[config.mk]
export PLATFORM = sky130hd
export DESIGN_NAME = decoder_seq
export DESIGN_NICKNAME = d
export VERILOG_FILES = /design/src/rtl/decoder_seq.sv
export SDC_FILE = /design/constraint.sdc
export NUM_CORES = 1
export LEC_CHECK = 0
export CAP_MARGIN = 20
export CORE_MARGIN = 2
export CORE_UTILIZATION = 46
export DETAILED_ROUTE_END_ITERATION = 16
export GPL_TIMING_DRIVEN = 0
export PLACE_DENSITY = 0.76
export SETUP_SLACK_MARGIN = 0.02
export SLEW_MARGIN = 20
export SYNTH_ARGS = -nofsm -noshare
export SYNTH_HDL_FRONTEND = slang
export SYNTH_SLANG_ARGS = --single-unit
[constraint.sdc]
create_clock -name clk -period 1.35 [get_ports clk]
set_input_delay 0.135 -clock clk [delete_from_list [all_inputs] [get_ports clk]]
set_output_delay 0.135 -clock clk [all_outputs]
set_load 0.005 [all_outputs]
[src/rtl/decoder_seq.sv]
// Registered N-to-2^N one-hot decoder with enable, plus an optional scan
// sequencer that walks the one-hot output across every line once per request.
module decoder_seq #(
    parameter int WIDTH   = 2,
    parameter int SCAN_EN = 1
) (
    input  logic                  clk,
    input  logic                  reset,
    input  logic [WIDTH-1:0]      in,
    input  logic                  en,
    input  logic                  scan_start,
    output logic [2**WIDTH-1:0]   out,
    output logic [WIDTH-1:0]      sel_q,
    output logic                  valid,
    output logic                  scan_busy,
    output logic                  scan_done
);

    localparam int               LINES = 2**WIDTH;
    localparam logic [WIDTH-1:0] LAST  = WIDTH'(LINES - 1);

    typedef enum logic [1:0] {IDLE, SCAN, DONE} state_t;

    state_t            state;
    logic [WIDTH-1:0]  idx;
    logic [WIDTH-1:0]  idx_nxt;
    logic [LINES-1:0]  dec_out;
    logic [WIDTH-1:0]  dec_sel;

    function automatic logic [LINES-1:0] onehot(input logic [WIDTH-1:0] s);
        logic [LINES-1:0] r;
        r    = '0;
        r[s] = 1'b1;
        return r;
    endfunction

    assign idx_nxt = idx + WIDTH'(1);

    // Gating on en first keeps an unknown select from reaching out while disabled.
    always_comb begin
        dec_out = '0;
        dec_sel = '0;
        if (en) begin
            dec_out = onehot(in);
            dec_sel = in;
        end
    end

    always_ff @(posedge clk) begin
        if (reset) begin
            state     <= IDLE;
            idx       <= '0;
            out       <= '0;
            sel_q     <= '0;
            valid     <= 1'b0;
            scan_busy <= 1'b0;
            scan_done <= 1'b0;
        end else begin
            case (state)
                IDLE: begin
                    scan_done <= 1'b0;
                    if ((SCAN_EN != 0) && scan_start) begin
                        state     <= SCAN;
                        idx       <= '0;
                        out       <= onehot('0);
                        sel_q     <= '0;
                        valid     <= 1'b1;
                        scan_busy <= 1'b1;
                    end else begin
                        out   <= dec_out;
                        sel_q <= dec_sel;
                        valid <= en;
                    end
                end
                SCAN: begin
                    // The terminal line hands over to DONE instead of wrapping.
                    if (idx != LAST) begin
                        idx   <= idx_nxt;
                        out   <= onehot(idx_nxt);
                        sel_q <= idx_nxt;
                        valid <= 1'b1;
                    end else begin
                        state     <= DONE;
                        idx       <= '0;
                        out       <= '0;
                        sel_q     <= '0;
                        valid     <= 1'b0;
                        scan_busy <= 1'b0;
                        scan_done <= 1'b1;
                    end
                end
                DONE: begin
                    state     <= IDLE;
                    scan_done <= 1'b0;
                    out       <= dec_out;
                    sel_q     <= dec_sel;
                    valid     <= en;
                end
                default: begin
                    state     <= IDLE;
                    idx       <= '0;
                    out       <= '0;
                    sel_q     <= '0;
                    valid     <= 1'b0;
                    scan_busy <= 1'b0;
                    scan_done <= 1'b0;
                end
            endcase
        end
    end

endmodule

**Yosys cells after proc, flatten, opt, wreduce, memory -nomap -nowiden**

Index checks and enable logic that the tools add are counted.

- Bitwise gates (word level): 2
- Muxes and demuxes: 23
- Order comparisons: 4
- Add/subtract/negate cells: 1
- Reduce and logical (&&, ||, !) cells: 7
- Equal/unequal tests: 5

Operators by type and width:

| kind | number |
|---|---|
| $mux W2 | 6 |
| $mux W4 | 3 |
| $pmux W2 S3 | 2 |
| $pmux W4 S3 | 1 |
| $lt A2 B3 Y1 const B | 2 |
| $mux W1 | 6 |
| $ne A2 B2 Y1 const B | 3 |
| $pmux W1 S3 | 2 |
| $demux W1 S2 | 2 |
| $ge A2 B1 Y1 const B | 2 |
| $pmux W2 S2 | 1 |
| $reduce_and A2 Y1 | 2 |
| $reduce_and A3 Y1 | 1 |
| $add A2 B1 Y2 const B | 1 |
| $eq A2 B1 Y1 const B | 1 |
| $eq A2 B2 Y1 const B | 1 |
| $logic_and A1 B1 Y1 | 2 |
| $logic_not A2 Y1 | 1 |
| $not A1 Y1 | 2 |
| $reduce_or A2 Y1 | 1 |

- Input port bits: 6
- Word-level logic and storage cells: 49
- Register bits after elaboration: 13

**Longest topological paths before layout**

- Depth in word-level cells: 7
- Gate-level depth with buffers: 4
- Depth with buffers taken out: 4

**Worst setup path before layout**

No wires, ideal clock.

- Path type: flip-flop to flip-flop
- Start point: reg idx[0]
- End point: reg sel_q[1]
- Arrival: 0.938 ns
- Stages on the path, launching flop included: 5
- Setup time: 0.116 ns
- Clock period less this slack: 1.054 ns
- Setup slack: 0.296 ns
- Cells stage by stage: dfxtp_1 -> inv_1 -> ha_1 -> a32oi_1 -> nor2_1

- Cells in the longest elaborated chain, start to end: 3
- Elaborated cells between the ends (all ways): 4
- Those cells by class: add/sub: 1; eq/ne: 1; mux: 2

Ends and longest elaborated chain:

| item | line | source |
|---|---|---|
| start: declaration | 25 | `logic [WIDTH-1:0] idx;` |
| start signal: assignment | 78 | `idx <= idx_nxt;` |
| $add A2 B1 Y2 or $ne A2 B2 Y1 (tied branches) | 37, 77 |  |
| $mux W2 * | 77 | `if (idx != LAST) begin` |
| $pmux W2 S3 * | 59 | `case (state)` |
| end signal: assignment | 71 | `sel_q <= dec_sel;` |
| end signal: assignment | 80 | `sel_q <= idx_nxt;` |
| end signal: assignment | 96 | `sel_q <= dec_sel;` |
| end: declaration | 13 | `output logic [WIDTH-1:0] sel_q,` |

Every way passes the cells marked *; elsewhere a longest branch is shown, timed or not.
A chain may end at the register's enable or synchronous reset.

**Worst setup path in the final report**

- Start point: reg scan_busy
- End point: out scan_busy

RTL lines:

| item | line | source |
|---|---|---|
| start: declaration | 15 | `output logic scan_busy,` |
| start signal: assignment | 56 | `scan_busy <= 1'b0;` |
| start signal: assignment | 68 | `scan_busy <= 1'b1;` |
| start signal: assignment | 88 | `scan_busy <= 1'b0;` |

No word-level cell between the ends.

==> impl_metrics.ini <==
[floorplan]
die_h_um = 40.40
die_area_um2 = 1632
fp.dieW_um = 40.40
start_util_pct = 48.03
ios = 15
core_area_um2 = 1269
rows = 13

[critical_path]
regToRegSetupSlack_ns = 0.18
worst-path-buf-inv = 1
crit_path_start_kind = flip-flop
cp-end-kind = output port
cp_data_arrival_time_ns = 1.11
reg2reg_to = sel_q[1]
path_delay_family = buffers and inverters
ff2ff_path_depth = 4
cp_cell_sequence = clkdlybuf4s50_1
cp_data_required_time_ns = 1.22
cpPeakStageDelay_ns = 0.50
crit_slowest_cell = clkdlybuf4s50_1
rr_startpoint = idx[0]
crit_fanout = 3
worstSetupPathType = flip-flop to output port

[power]
p_leak_nw = 0.3075
power.switching_uw = 177.5
total_power_uw = 763.0
swShare_pct = 23.26
pwr-share-clk_pct = 29.2
ir_worst_vdd_mv = 0.6171
p_seq_share_pct = 54.5
pwr-share-comb_pct = 16.4
power_density_nw_per_um2 = 969.6
p_int_uw = 585.5

[logic_synthesis]
async_reset_ff_share_pct = 0
synthFlopType = dfxtp_1
ys.warnings.count = 0
syn_nets = 77
synth-edff-count = 0
synth_seq_area_share_pct = 42.71
ys_types = 26
netlist_area_um2 = 609.3
syn_area_per_cell_um2 = 9.232
ys_ff_latch = 13
netlist_instances = 66

[timing]
drv_slew = 0
skew_ns = 0.004599
setup_viol = 0
tightest_slew_ns = 0.2127
maxSlewHeadroom_pct = 85.80
hold_viol = 0
period_share_pct = 92.23
fin_tns_setup_ns = 0
max_freq_mhz = 803.1
post-route-min-period_ns = 1.245
rsz0062_at_grt = false

[clock_tree]
cts_tree = built
htree_levels = 1
hold_buffers = 0
numCtsBuffers = 3
clock_latency_ns = 0.27
cts_root_buffer = clkbuf_4
clock-sinks = 13
clk_pin_slew_ns = 0.07
postCtsSetupRepairBufs = 0
cts_buffer_depth = 2

[grt]
grt_usage_pct = 16.57
overflow = 0
grt_pass1_wl_mm = 1.731
antenna_found_initial = 0
grt_max_degree = 11
grt_pass1_vias = 400

[place]
place_congestion = 0.7871
dpl_cell_area_um2 = 758.2
dp_hpwl_um = 853
dp.cells = 94
io_buffer_count = 13

[detailed_routing]
wl_per_cell_um = 10.99
drc = 0
dr_total_vias = 474
routed_wl_mm = 1.077
viasPerCell = 4.837
drt-pass1-iter-count = 2
first_iter_violations = 2
final_antenna_net_count = 0

[hold_path]
whs_endpoint = scan_busy
hold_start = reset
hp-class = input port to flip-flop
whs_path_depth = 2

[flow_run]
cap_violations = 0

[layout]
nNetsFinal = 95
regArea_um2 = 260.3
utilization_pct = 62.03
syn2layout_area_growth_pct = 29.16
final_cell_mix = 13 x dfxtp_1, 13 x clkdlybuf4s50_1, 9 x nor2_1, 6 x a21oi_1, 5 x nand2_1
fin_area_um2 = 787.0
fillers = 125
layoutNonFillerInstCount = 98
diodes = 0
multi_input_area_um2 = 316.6
final_layout_size_suffix_gt1_share_pct = 13.25

[run_status]
outcome = finished clean
[per-layer routing]
| metal | vias up | routed length, um | GRT usage [%] |
|---|---|---|---|
| met4 | 0 | 6 | 2.500 |
| met2 | 9 | 512 | 29.37 |
| met5 | - | 0 | 0 |
| met1 | 200 | 506 | 16.72 |
| met3 | 2 | 51 | 10.00 |
| li1 | 263 | - | - |
[worst max path at each step]
| stage | end | start | cells past startpoint |
|---|---|---|---|
| finish | scan_busy | scan_busy | 1 |
| global route | scan_busy | scan_busy | 1 |
| CTS | scan_busy | scan_busy | 1 |
| detailed placement | out[0] | scan_start | 4 |
| global placement | out[0] | scan_start | 4 |
| floorplan | sel_q[1] | idx[0] | 4 |
[area by class of cell]
type / instances / area share, %
Clock buffer: 4 / 3.339
Timing Repair Buffer: 13 / 16.53
Tap cell: 15 / 2.385
Buffer: 3 / 3.021
Sequential cell: 13 / 33.07
Inverter: 3 / 1.431
Multi-Input combinational cell: 47 / 40.22
[state kept, by name, summed over array words and instances (netlist names)]
register and flops:
out 4, idx 2, sel_q 2, state 2
scan_busy 1, scan_done 1, valid 1
[synthesized netlist by cell type, drive strengths merged, types with 2 or more instances]
cell	instances	area, um2
dfxtp	13	260.3
nor2	9	33.78
a21oi	6	30.03
ha	5	62.56
nand2	5	18.77
a32oi	3	26.28
buf	3	23.77
inv	3	11.26
nor2b	3	21.27
nand4b	2	17.52
nor3	2	10.01
o21ai	2	10.01
[power by group through the flow]
stage | registers, mW | logic, mW | clock network, mW
after floorplan | 0.425 | 0.0668 | 0
after global placement | 0.423 | 0.124 | 0
after detailed placement | 0.425 | 0.126 | 0
after CTS | 0.416 | 0.126 | 0.236
after global routing | 0.419 | 0.142 | 0.264
final | 0.416 | 0.125 | 0.223
[cell families after synthesis]
| logic type | after synthesis | synth area share, % |
|---|---|---|
| adder cells (fa/ha/maj) | 5 | 10.27 |
| AND/OR/NAND/NOR | 28 | 26.69 |
| flip-flops | 13 | 42.71 |
| buffers and inverters | 6 | 5.749 |
| AO/OA/AOI/OAI | 14 | 14.58 |
[through the flow]
step	hold slack [ns]	setup WS (ns)
after global placement	0.4285	0.1366
after detailed placement	0.4356	0.1345
after CTS	0.1451	0.09247
final	0.1491	0.1049
after global routing	0.1546	0.03136
after floorplan	0.2861	0.2960
[what timing repair did]
item                                    4_1_cts  5_1_grt
endpoints found under the setup margin        0        1
hold endpoints to repair                      0        0
gates resized for setup                       0        1
Note: power is estimated with default switching activity, not from simulation.
